[src/rtl/wb_write_arbiter_if.sv]
// Bundle of the dual-lane write-back inputs, register-file write port and forwarding lookup
// used by wb_write_arbiter. The master side is the pipeline/regfile, the slave side is the arbiter.
`ifndef AWIDTH
`define AWIDTH 5
`endif
`ifndef DWIDTH
`define DWIDTH 32
`endif

interface wb_write_arbiter_if;
  logic               wa_i_valid_a;
  logic [`AWIDTH-1:0] wa_i_addr_a;
  logic [`DWIDTH-1:0] wa_i_data_a;
  logic               wa_i_valid_b;
  logic [`AWIDTH-1:0] wa_i_addr_b;
  logic [`DWIDTH-1:0] wa_i_data_b;
  logic               wa_o_ready;
  logic               wa_o_wr_en;
  logic [`AWIDTH-1:0] wa_o_addr_rd;
  logic [`DWIDTH-1:0] wa_o_data_rd;
  logic [`AWIDTH-1:0] wa_i_addr_q;
  logic               wa_o_hit;
  logic [`DWIDTH-1:0] wa_o_data_q;
  logic               wa_o_err;

  modport master (
    output wa_i_valid_a, wa_i_addr_a, wa_i_data_a,
    output wa_i_valid_b, wa_i_addr_b, wa_i_data_b,
    output wa_i_addr_q,
    input  wa_o_ready, wa_o_wr_en, wa_o_addr_rd, wa_o_data_rd,
    input  wa_o_hit, wa_o_data_q, wa_o_err
  );

  modport slave (
    input  wa_i_valid_a, wa_i_addr_a, wa_i_data_a,
    input  wa_i_valid_b, wa_i_addr_b, wa_i_data_b,
    input  wa_i_addr_q,
    output wa_o_ready, wa_o_wr_en, wa_o_addr_rd, wa_o_data_rd,
    output wa_o_hit, wa_o_data_q, wa_o_err
  );
endinterface

[src/rtl/wb_write_arbiter.sv]
// Write-back arbiter: queues up to two results per cycle in program order and drains one per
// cycle into the register file write port, with a youngest-first forwarding lookup.
`ifndef AWIDTH
`define AWIDTH 5
`endif
`ifndef DWIDTH
`define DWIDTH 32
`endif

module wb_write_arbiter #(
  parameter int DEPTH = 4
) (
  input  logic            wa_clk,
  input  logic            wa_rst,
  wb_write_arbiter_if.slave bus
);

  localparam int PW = (DEPTH > 1) ? $clog2(DEPTH) : 1;
  localparam int CW = PW + 1;

  logic [`AWIDTH-1:0] addr_mem [DEPTH];
  logic [`DWIDTH-1:0] data_mem [DEPTH];
  logic [PW-1:0]      head;
  logic [PW-1:0]      tail;
  logic [CW-1:0]      count;
  logic               ready;

  logic               pop;
  logic               load;
  logic [`AWIDTH-1:0] load_addr;
  logic [`DWIDTH-1:0] load_data;
  logic               push0_en;
  logic [`AWIDTH-1:0] push0_addr;
  logic [`DWIDTH-1:0] push0_data;
  logic               push1_en;
  logic               overflow;
  logic [CW-1:0]      n_push;

  // Ready only looks at the registered count so it never depends on this cycle's pop.
  assign ready          = (CW'(DEPTH) - count) >= CW'(2);
  assign bus.wa_o_ready = ready;

  // A non-empty queue always drains its head first; an empty one lets the oldest lane bypass.
  always_comb begin
    pop        = 1'b0;
    load       = 1'b0;
    load_addr  = bus.wa_o_addr_rd;
    load_data  = bus.wa_o_data_rd;
    push0_en   = 1'b0;
    push0_addr = bus.wa_i_addr_a;
    push0_data = bus.wa_i_data_a;
    push1_en   = 1'b0;
    overflow   = 1'b0;
    if (count != '0) begin
      pop       = 1'b1;
      load      = 1'b1;
      load_addr = addr_mem[head];
      load_data = data_mem[head];
    end
    if (!ready) begin
      overflow = bus.wa_i_valid_a | bus.wa_i_valid_b;
    end else if (count != '0) begin
      if (bus.wa_i_valid_a) begin
        push0_en = 1'b1;
        push1_en = bus.wa_i_valid_b;
      end else if (bus.wa_i_valid_b) begin
        push0_en   = 1'b1;
        push0_addr = bus.wa_i_addr_b;
        push0_data = bus.wa_i_data_b;
      end
    end else if (bus.wa_i_valid_a) begin
      load       = 1'b1;
      load_addr  = bus.wa_i_addr_a;
      load_data  = bus.wa_i_data_a;
      push0_en   = bus.wa_i_valid_b;
      push0_addr = bus.wa_i_addr_b;
      push0_data = bus.wa_i_data_b;
    end else if (bus.wa_i_valid_b) begin
      load      = 1'b1;
      load_addr = bus.wa_i_addr_b;
      load_data = bus.wa_i_data_b;
    end
  end

  assign n_push = CW'(push0_en) + CW'(push1_en);

  always_ff @(posedge wa_clk or negedge wa_rst) begin
    if (!wa_rst) begin
      count            <= '0;
      head             <= '0;
      tail             <= '0;
      bus.wa_o_wr_en   <= 1'b0;
      bus.wa_o_addr_rd <= '0;
      bus.wa_o_data_rd <= '0;
      bus.wa_o_err     <= 1'b0;
    end else begin
      count          <= count - CW'(pop) + n_push;
      head           <= head + PW'(pop);
      tail           <= tail + PW'(n_push);
      bus.wa_o_wr_en <= load;
      if (load) begin
        bus.wa_o_addr_rd <= load_addr;
        bus.wa_o_data_rd <= load_data;
      end
      if (overflow) begin
        bus.wa_o_err <= 1'b1;
      end
    end
  end

  // Storage needs no reset: entries are only ever read when count says they are live.
  always_ff @(posedge wa_clk) begin
    if (push0_en) begin
      addr_mem[tail] <= push0_addr;
      data_mem[tail] <= push0_data;
    end
    if (push1_en) begin
      addr_mem[tail + PW'(1)] <= bus.wa_i_addr_b;
      data_mem[tail + PW'(1)] <= bus.wa_i_data_b;
    end
  end

  // Oldest-to-youngest scan where later matches overwrite earlier ones, so the youngest wins.
  always_comb begin
    bus.wa_o_hit    = 1'b0;
    bus.wa_o_data_q = '0;
    if (bus.wa_o_wr_en && (bus.wa_o_addr_rd == bus.wa_i_addr_q)) begin
      bus.wa_o_hit    = 1'b1;
      bus.wa_o_data_q = bus.wa_o_data_rd;
    end
    for (int i = 0; i < DEPTH; i++) begin
      if ((CW'(i) < count) && (addr_mem[head + PW'(i)] == bus.wa_i_addr_q)) begin
        bus.wa_o_hit    = 1'b1;
        bus.wa_o_data_q = data_mem[head + PW'(i)];
      end
    end
  end

endmodule

[src/flat_wrapper.sv]
// flat-port wrapper written by rule: the top's interface ports become plain ports
module wb_write_arbiter_flat 
#(
  parameter int DEPTH = 4
)
  (wa_clk, wa_rst, bus_wa_i_valid_a, bus_wa_i_addr_a, bus_wa_i_data_a, bus_wa_i_valid_b, bus_wa_i_addr_b, bus_wa_i_data_b, bus_wa_i_addr_q, bus_wa_o_ready, bus_wa_o_wr_en, bus_wa_o_addr_rd, bus_wa_o_data_rd, bus_wa_o_hit, bus_wa_o_data_q, bus_wa_o_err);
  wb_write_arbiter_if bus_i ();
  input  logic wa_clk;
  input  logic wa_rst;
  input wire logic [$bits(bus_i.wa_i_valid_a)-1:0] bus_wa_i_valid_a;
  input wire logic [$bits(bus_i.wa_i_addr_a)-1:0] bus_wa_i_addr_a;
  input wire logic [$bits(bus_i.wa_i_data_a)-1:0] bus_wa_i_data_a;
  input wire logic [$bits(bus_i.wa_i_valid_b)-1:0] bus_wa_i_valid_b;
  input wire logic [$bits(bus_i.wa_i_addr_b)-1:0] bus_wa_i_addr_b;
  input wire logic [$bits(bus_i.wa_i_data_b)-1:0] bus_wa_i_data_b;
  input wire logic [$bits(bus_i.wa_i_addr_q)-1:0] bus_wa_i_addr_q;
  output wire logic [$bits(bus_i.wa_o_ready)-1:0] bus_wa_o_ready;
  output wire logic [$bits(bus_i.wa_o_wr_en)-1:0] bus_wa_o_wr_en;
  output wire logic [$bits(bus_i.wa_o_addr_rd)-1:0] bus_wa_o_addr_rd;
  output wire logic [$bits(bus_i.wa_o_data_rd)-1:0] bus_wa_o_data_rd;
  output wire logic [$bits(bus_i.wa_o_hit)-1:0] bus_wa_o_hit;
  output wire logic [$bits(bus_i.wa_o_data_q)-1:0] bus_wa_o_data_q;
  output wire logic [$bits(bus_i.wa_o_err)-1:0] bus_wa_o_err;
  assign bus_i.wa_i_valid_a = bus_wa_i_valid_a;
  assign bus_i.wa_i_addr_a = bus_wa_i_addr_a;
  assign bus_i.wa_i_data_a = bus_wa_i_data_a;
  assign bus_i.wa_i_valid_b = bus_wa_i_valid_b;
  assign bus_i.wa_i_addr_b = bus_wa_i_addr_b;
  assign bus_i.wa_i_data_b = bus_wa_i_data_b;
  assign bus_i.wa_i_addr_q = bus_wa_i_addr_q;
  assign bus_wa_o_ready = bus_i.wa_o_ready;
  assign bus_wa_o_wr_en = bus_i.wa_o_wr_en;
  assign bus_wa_o_addr_rd = bus_i.wa_o_addr_rd;
  assign bus_wa_o_data_rd = bus_i.wa_o_data_rd;
  assign bus_wa_o_hit = bus_i.wa_o_hit;
  assign bus_wa_o_data_q = bus_i.wa_o_data_q;
  assign bus_wa_o_err = bus_i.wa_o_err;
  wb_write_arbiter #(.DEPTH(DEPTH)) u_core (.wa_clk(wa_clk), .wa_rst(wa_rst), .bus(bus_i));
endmodule
[config.mk]
export PLATFORM = sky130hd
export DESIGN_NAME = wb_write_arbiter_flat
export DESIGN_NICKNAME = d
export VERILOG_FILES = /design/src/rtl/wb_write_arbiter_if.sv /design/src/rtl/wb_write_arbiter.sv /design/src/flat_wrapper.sv
export SDC_FILE = /design/constraint.sdc
export NUM_CORES = 1
export LEC_CHECK = 0
export CORE_MARGIN = 2
export CORE_UTILIZATION = 35
export CTS_CLUSTER_SIZE = 14
export DETAILED_ROUTE_END_ITERATION = 10
export PLACE_DENSITY = 0.6
export SYNTH_ARGS = -nofsm -noshare
export SYNTH_HDL_FRONTEND = slang
export SYNTH_SLANG_ARGS = --single-unit
[constraint.sdc]
create_clock -name wa_clk -period 6.45 [get_ports wa_clk]
set_clock_uncertainty 0.2 [all_clocks]
set_input_delay 1.29 -clock wa_clk [delete_from_list [all_inputs] [get_ports wa_clk]]
set_output_delay 1.29 -clock wa_clk [all_outputs]
set_load 0.02 [all_outputs]
==> impl_metrics.csv <==
group,metric,value,unit
run_status,status,"complete, no violations",
yosys,synth_top_area_cell,"edfxtp_1",
yosys,synth-main-ff-cell,"edfxtp_1",
setup_path,cpPeakStageDelay,0.67,ns
place,gp_congestion,0.817,
clocking,cts_tree,"built",
global_route,antenna_found_initial,0,
timing,rsz0062_at_grt,"false",
route,antenna_left,0,
yosys,synth_edf_count,148,
place,port_buffers,155,
place,hpwl,30.4,mm
timing,worstMarginPinSlew,1.22,ns
pwr,finalPower,10.5,mW
yosys,yosysWarnings,0,
yosys,yosys.area.top_type_share,30.2,%
cells_and_area,antenna_cells,0,
floorplan,die-area,43700,µm²
cells_and_area,area_delta_synth_final,17.6,%
clocking,cts.clk_slew.worst_paths,0.07,ns
clocking,ctsResizeCount,0,
min_path,holdCritPathClass,"flop to flop",
floorplan,fp.dieW,209,µm
timing,setup_violations,0,
cells_and_area,multi_input_area,8520,µm²
clocking,root_buffer,"clkbuf_16",
floorplan,coreArea,41800,µm²
route,viasPerCell,6.10,
route,first_pass_iters,5,
pwr,power.density,608,nW/µm²
setup_path,start_kind,"primary input",
timing,relSlewSlack,18.5,%
clocking,cts_buffers,17,
timing,hold_viol_final,0,
route,wl_per_cell,23.4,µm
run,drv_cap,0,
cells_and_area,seq_area,5600,µm²
global_route,grt_usage,22.5,%
yosys,synth_top_family_by_area,"multiplexers",
route,routed_wl,49.7,mm
setup_path,critical_path.cell_chain,"clkdlybuf4s50_1 > xnor2_1 > o21ai_4 > buf_4 > nor3_1 > o21ai_0 > a21oi_1 > clkdlybuf4s50_1",
floorplan,io_pins,156,
yosys,ys_ff_latch,194,
global_route,gr-total-overflow,0,
global_route,grt_start_max_net_pins,149,
global_route,grt_pass1_vias,12500,
yosys,ys_types,50,
yosys,syn_area,14700,µm²
timing,fin_crit_sh,88.6,%
setup_path,path_common_cell,"clkdlybuf4s50_1",
yosys,syn_inst,1509,
setup_path,cp.required,4.96,ns
clocking,cts_buffer_depth,2,
setup_path,path_buf_inv,3,
yosys,synth_area_leaders,"edfxtp_1 30%, mux2_2 14%, dfrtp_1 7.8%",
cells_and_area,post-route-util,41.5,%
cells_and_area,nets,1666,
floorplan,num_rows,75,
setup_path,worstSetupEndpointType,"output pin",
setup_path,worstPathMaxFanout,38,
cells_and_area,fill_cells,3993,
yosys,synth-compound-area-share,20.4,%
clocking,hold_buffers,0,
yosys,synth-simple-area-share,12.4,%
clocking,insertion_delay,0.46,ns
yosys,synth_area_per_cell,9.76,µm²
timing,fin_crit,5.71,ns
route,vias,13000,
yosys,synth_xor_area_share,1.78,%
setup_path,arrival,4.22,ns
route,drt_iter0_markers,1266,
cells_and_area,layout.cells.non_filler,2125,
timing,clock.fmax,175,MHz
timing,tns,0,ns
pwr,ir_worst_vdd,0.403,mV
place,placed_cells,2093,
setup_path,cp_slowest_cell,"clkdlybuf4s50_1",
pwr,power_leakage,6.03,nW
route,drc,0,
timing,final_max_slew_viol_count,0,
clocking,clock_sink_count,194,
yosys,seq_area_frac_synth,38.0,%
clocking,htreeDepth,4,
yosys,muxShareOfSynthArea,21.6,%
floorplan,start_util,35.3,%
clocking,post_cts_buffers,0,
global_route,grt_pass1_wl,75.7,mm
yosys,syn_nets,1602,
setup_path,cpLargestDelayFamily,"buffers and inverters",
floorplan,fp.dieH,209,µm
yosys,synthAdderAreaFrac,0.901,%
setup_path,worstSetupPathType,"primary input to output pin",
cells_and_area,drive_above_1_share,18.7,%
yosys,async_flop_share,23.7,%
-- area by class of cell --
class	instances	share of cell area, %
clock buffers	21	2.72
clock inverters	11	0.694
inverters	12	0.260
multi-input cells	1155	49.2
flip-flops and latches	194	32.4
well taps	539	3.89
repair buffers	193	10.9
-- layout by cell type (no fill, tap or decap), types with 7 or more instances in the layout --
cell type        Yosys  layout
mux2_2             185     185
clkdlybuf4s50_1      0     152
edfxtp_1           148     148
nor2_1             128     124
a21oi_1            115     115
o21ai_0            101     100
nand2_1            101     100
mux2i_1             64      64
nor3_1              54      54
dfrtp_1             46      44
o211ai_1            38      38
o31a_1              36      36
buf_4                7      33
o31ai_1             32      32
o22a_1              32      32
and2_1              28      28
o211a_1             27      27
nor2b_1             28      27
o2111ai_1           27      27
a211oi_1            27      27
nand3_1             27      27
xnor2_1             25      24
mux4_2              19      19
clkbuf_16            0      17
inv_1                9       9
nand4_1              8       8
ha_1                 9       8
or3_1                7       7
-- per-stage QoR --
stage / instance area, µm² / hold slack [ns] / setup slack (ns)
floorplan: 14700 / 0.301 / 1.37
global placement: 16700 / 0.261 / 0.792
detailed placement: 16700 / 0.304 / 0.768
CTS: 17300 / 0.319 / 0.744
global route: 17300 / 0.328 / 0.570
finish: 17300 / 0.312 / 0.738
-- logic make-up (layout without fill, tap and decap cells) --
group	count (synthesis)	in the layout
AND/OR/NAND/NOR	395	395
AO/OA/AOI/OAI	451	451
multiplexers	269	269
buffers and inverters	160	237
adder cells (fa/ha/maj)	10	10
flip-flops	194	194
XOR/XNOR	30	30
-- per-layer routing --
metal  part of all wire (%)  wire [µm]  GRT usage, %
met1                     42      21000          30.5
met2                     47      23500          36.6
met3                    8.0       3970          3.79
met4                    2.3       1170          7.61
met5                      0          0             0
-- worst reg2reg max path: stages (launching register included) --
cell	delay [ns]
dfrtp_1	0.35
clkinv_1	0.29
ha_2	0.32
inv_1	0.46
nand4_1	0.40
nor2_1	0.18
a21oi_1	0.12
nor2_4	0.70
buf_4	0.38
-- report_power, final --
part	internal [mW]	switching [mW]
logic	2.74	4.10
registers	2.14	0.464
clock network	0.575	0.520
-- registers in the layout (all words and copies together), names as in the netlist --
register                 flops
u_core.count                 3
u_core.bus.wa_o_err          1
u_core.bus.wa_o_data_rd     32
u_core.bus.wa_o_wr_en        1
u_core.tail                  2
u_core.head                  2
u_core.data_mem            128
u_core.addr_mem             20
u_core.bus.wa_o_addr_rd      5
-- Yosys cell counts, types with 32 or more instances --
cell type    n
mux2_2     185
edfxtp_1   148
nor2_1     128
a21oi_1    115
nand2_1    101
o21ai_0    101
clkbuf_1    93
mux2i_1     64
nor3_1      54
dfrtp_1     46
o211ai_1    38
o31a_1      36
o22a_1      32
o31ai_1     32
-- path summary, 6_finish.rpt --
kind	from	to	slack, ns	cells after the start
max reg2reg	u_core.count[2]	u_core.data_mem[1][19]	2.74	8
max in group asynchronous	wa_rst	u_core.head[1]	4.64	2
min in group asynchronous	wa_rst	u_core.bus.wa_o_addr_rd[2]	0.77	2
min	u_core.bus.wa_o_err	u_core.bus.wa_o_err	0.31	1
min reg2reg	u_core.bus.wa_o_err	u_core.bus.wa_o_err	0.31	1
max	bus_wa_i_addr_q[1]	bus_wa_o_data_q[1]	0.74	8
Note: power is estimated with default switching activity, not from simulation.
==> edit 1: new RTL, same flow settings <==
Reset style: synchronous (`wa_rst`), changed in one clocked block.
--- a/src/rtl/wb_write_arbiter.sv
+++ b/src/rtl/wb_write_arbiter.sv
@@ -86,3 +86,3 @@
 
-  always_ff @(posedge wa_clk or negedge wa_rst) begin
+  always_ff @(posedge wa_clk) begin
     if (!wa_rst) begin
Behaviour: not the same (a bounded check fails within 4 cycles, from zero or initial values and one cycle with wa_rst low; the reset may be asserted at any time).
==> edit 1 against the original RTL <==
Global-route usage down 0.75 points. Sequential share of layout area down 0.26 points. Worst setup slack worse by 0.35 ns. Sequential cell count unchanged. Total power down 19%. Wire length down 8.7%. Synthesized cell count down 20%. Cell area down 3.3%. Cell count down 13%. Largest cell class unchanged. Die area down 4.6%. Critical endpoint is now bus_wa_o_data_q[25]. Area after synthesis down 4.7%.
==> edit 1: results (changes against the original RTL) <==
[grt]
grt_use_total = 0.218  ; was 0.225
antenna_found_initial = 4  ; was 0
grt_pass1_wl_um = 67900  ; was 75700 µm
grt_pass1_vias = 11000  ; was 12500
grt_start_max_net_pins = 188  ; was 149

[finish]
nNetsFinal = 1396  ; was 1666
diodes = 1  ; was 0
layout.non_clock_buffers = 188  ; was 193
final.fill_count = 3741  ; was 3993
layout.comb_gates.multi_input = 891  ; was 1155
design_area_mm2 = 0.0167  ; was 0.0173 mm²
inv_count = 11  ; was 12
multi_input_area_share = 0.491  ; was 0.492
buffer_area_frac = 0.111  ; was 0.109
clock_buffers = 19  ; was 21

[power]
intPower_w = 0.00488  ; was 0.00545 W
power_frac_seq = 0.278  ; was 0.247
power.leakage_nw = 5.70  ; was 6.03 nW
peakVddDrop_v = 0.000297  ; was 0.000403 V
power_frac_comb = 0.594  ; was 0.649
comb_power_w = 0.00509  ; was 0.00684 W

[routing]
drt_wl_total_um = 45400  ; was 49700 µm
drtIter0Drc = 967  ; was 1266
vias = 10900  ; was 13000
wl_per_cell_um = 24.6  ; was 23.4 µm

[placed_design]
placed_cell_area_mm2 = 0.0161  ; was 0.0167 mm²
gp_congestion = 0.834  ; was 0.817
post-dp-hpwl_um = 28700  ; was 30400 µm
post-place-ws_ns = 0.400  ; was 0.768 ns
placed_cells = 1809  ; was 2093

[synthesis]
syn_area_per_cell_um2 = 11.6  ; was 9.76 µm²
ys_types = 51  ; was 50
synth_seq_area_share = 0.382  ; was 0.380
synth_area_leaders = edfxtp_1, mux2_2, mux4_2  ; was edfxtp_1, mux2_2, dfrtp_1
syn-num-nets = 1305  ; was 1602
async_flop_share = 0  ; was 0.237
synth_common_cells = mux2_2, edfxtp_1, nor2_1  ; unchanged

[clock_network]
post_cts_buffers = 0  ; unchanged
clockBufferDepth = 2  ; unchanged

[timing]
clock.fmax_mhz = 165  ; was 175 MHz
whs_ns = 0.289  ; was 0.312 ns
max-slew-margin-rel = 0.267  ; was 0.185

[worst_setup_path]
r2r_end = u_core.count[2]  ; was u_core.data_mem[1][19]
ff2ff_setup_slack_ns = 1.96  ; was 2.74 ns
arrival_ns = 4.57  ; was 4.22 ns
rr_startpoint = u_core.count[1]  ; was u_core.count[2]
cp_max_fo = 19  ; was 38
slowest_delay_ns = 0.61  ; was 0.67 ns
rr_worst_depth = 14  ; was 8

[min_path]
worstHoldEndpoint = u_core.bus.wa_o_err  ; unchanged
min_from = u_core.bus.wa_o_err  ; unchanged

[status]
status = finished clean  ; unchanged

## edit 1: cell types whose count changed after synthesis, moves of 36 or more
cell	delta
dfxtp_1	+46
o211ai_1	-38
o21ai_0	-64
nor3_1	-51
mux2i_1	+39
mux4_2	+58
a22oi_1	+36
a21oi_1	-45
dfrtp_1	-46
nand2_1	-57
## edit 1: cell families (layout without fill, tap and decap cells)
family          Yosys count  after routing  share of synthesized area
xor+xnor                 32             32                     0.0200
simple gates            225            225                     0.0734
compound gates          261            261                      0.128
mux                     362            362                      0.343
other cells               0              1                          0
fa+ha+maj                11             11                     0.0102
buf+inv                 127            231                     0.0437
flops                   194            194                      0.382
## edit 1: per-layer routing
layer / GRT usage / vias up / wire [µm]
met5: 0 / - / 28
met3: 0.0360 / 59 / 3020
met2: 0.373 / 406 / 22500
li1: - / 4891 / -
met4: 0.0616 / 4 / 784
met1: 0.283 / 5542 / 19000
==> edit 2: new RTL, same flow settings <==
Made on the original files. Change the macro `DWIDTH` from 32 to 16.
--- a/src/rtl/wb_write_arbiter_if.sv
+++ b/src/rtl/wb_write_arbiter_if.sv
@@ -6,3 +6,3 @@
 `ifndef DWIDTH
-`define DWIDTH 32
+`define DWIDTH 16
 `endif
Interface: changed (resized bus_wa_i_data_a, bus_wa_i_data_b, bus_wa_o_data_q and bus_wa_o_data_rd); port bits go from 156 to 92. The function was not compared with the original's and may differ.
==> edit 2 against the original RTL <==
Register-to-register slack worse by 0.17 ns. Combinational power shrank 49%. Sequential cell count shrank 80. Via count down 49%. Clock power fell by 9%. Area after synthesis decreased by 45%. Hold slack got worse by 0.020 ns. Critical endpoint is now bus_wa_o_data_q[6]. Worst setup slack worse by 0.27 ns. Sequential share of layout area up 0.69 points. Utilization increased by 2.3 points. Wire length fell by 49%. Cell area shrank 43%. Total power is 43% lower.
==> edit 2: results (changes against the original RTL) <==
[status]
status = finished clean  ; unchanged

[worst_setup_path]
startpoint = bus_wa_i_addr_q[0]  ; was bus_wa_i_addr_q[1]
arrival_ns = 4.49  ; was 4.22 ns
cp_max_fo = 11  ; was 38
cp_slowest_cell = clkdlybuf4s50_1  ; unchanged
rr_startpoint = u_core.count[0]  ; was u_core.count[2]
slowest_delay_ns = 0.67  ; about the same

[synthesis]
synth_edf_count = 84  ; was 148
async_flop_share = 0.263  ; was 0.237
synth_common_cells = nand2_1, mux2_2, edfxtp_1  ; was mux2_2, edfxtp_1, nor2_1
ys_types = 47  ; was 50
synth_area_leaders = edfxtp_1, mux2_2, mux2i_1  ; was edfxtp_1, mux2_2, dfrtp_1
synth_seq_area_share = 0.406  ; was 0.380
syn-num-nets = 830  ; was 1602
synth-main-ff-cell = edfxtp_1  ; unchanged
yosysWarnings = 0  ; unchanged

[grt]
antenna_found_initial = 0  ; unchanged
grt.met3_usage = 0.0364  ; was 0.0379
grt_pass1_wl_um = 38700  ; was 75700 µm
grt_use_total = 0.213  ; was 0.225
grt_pass1_vias = 6515  ; was 12500
grt_start_max_net_pins = 76  ; was 149
grt_use_met1 = 0.284  ; was 0.305
grt_util_met2 = 0.354  ; was 0.366

[finish]
diodes = 0  ; unchanged
final.fill_count = 2136  ; was 3993
largest_registers = u_core.data_mem: 64 flops, u_core.addr_mem: 20 flops, u_core.bus.wa_o_data_rd: 16 flops  ; was u_core.data_mem: 128 flops, u_core.bus.wa_o_data_rd: 32 flops, u_core.addr_mem: 20 flops
nNetsFinal = 905  ; was 1666
drive_gt1_frac = 0.230  ; was 0.187

[placed_design]
portBuffers = 91  ; was 155
gp_congestion = 0.828  ; was 0.817
post-dp-hpwl_um = 17000  ; was 30400 µm

[clock_network]
clk_latency_ns = 0.43  ; was 0.46 ns
clockRootBuffer = clkbuf_16  ; unchanged
htree_levels = 4  ; unchanged
cts_made_buffers = 17  ; unchanged
clockBufferDepth = 2  ; unchanged
post_cts_buffers = 0  ; unchanged
postCtsResizedCells = 0  ; unchanged
clk_pin_slew_ns = 0.05  ; was 0.07 ns

[power]
peakVddDrop_v = 0.000222  ; was 0.000403 V
power.leakage_nw = 3.68  ; was 6.03 nW

[routing]
drt_pass1_iterations = 5  ; unchanged
viasPerCell = 5.81  ; was 6.10
drt_wl_total_um = 25300  ; was 49700 µm
drtIter0Drc = 549  ; was 1266

[min_path]
min_path_type = reg -> reg  ; unchanged
min_from = u_core.bus.wa_o_err  ; unchanged

[timing]
max-slew-margin-rel = 0.378  ; was 0.185
setup_tns_ns = 0  ; unchanged

edit 2: final timing paths:
path / slack (ns) / to / depth (start not counted)
min reg2reg: 0.29 / u_core.bus.wa_o_err / 1
min: 0.29 / u_core.bus.wa_o_err / 1
max in group asynchronous: 4.57 / u_core.head[1] / 1
max reg2reg: 2.57 / u_core.addr_mem[3][3] / 12
min in group asynchronous: 0.81 / u_core.bus.wa_o_addr_rd[4] / 1
max: 0.47 / bus_wa_o_data_q[6] / 8
edit 2: power by group:
group	switching, W	internal, W	total [W]
sequential	0.000271	0.00125	0.00152
clock	0.000357	0.000641	0.000999
combinational	0.00203	0.00147	0.00350
total	0.00266	0.00337	0.00602
edit 2: layout make-up:
type | instances | share of cell area
timing repair buffer | 124 | 0.116
clock buffer | 17 | 0.0429
inverter | 13 | 0.00492
sequential | 114 | 0.330
clock inverter | 15 | 0.0193
multi-input combinational | 574 | 0.450
tap | 285 | 0.0359
edit 2: cells by family after synthesis:
kind of cell             share of synthesized area
AO/OA/AOI/OAI                                0.163
multiplexers                                 0.238
AND/OR/NAND/NOR                             0.0949
flip-flops                                   0.406
buffers and inverters                       0.0450
XOR/XNOR                                    0.0359
adder cells (fa/ha/maj)                     0.0165
edit 2: metal layers:
layer / part of all wire / vias up
met4: 0.020 / 0
met1: 0.45 / 3277
li1: - / 3074
met2: 0.48 / 248
met3: 0.052 / 35
met5: 0 / -
edit 2: critical path: cells and delay by family:
kind	cells	cell delay [ns]
buffers and inverters	3	1.53
and+or+nand+nor	2	0.92
AOI/OAI and AO/OA	2	0.48
xor gates and xnor gates	1	0.26
edit 2: stage by stage:
stage / hold WS, ns / instances / worst slack, ns / instance area (µm²)
2_1_floorplan: 0.315 / 769 / 1.62 / 8060
3_3_place_gp: 0.272 / 1110 / 0.593 / 9300
3_5_place_dp: 0.278 / 1110 / 0.516 / 9300
4_1_cts: 0.295 / 1142 / 0.510 / 9920
5_1_grt: 0.297 / 1142 / 0.342 / 9920
6_report: 0.292 / 1142 / 0.469 / 9920
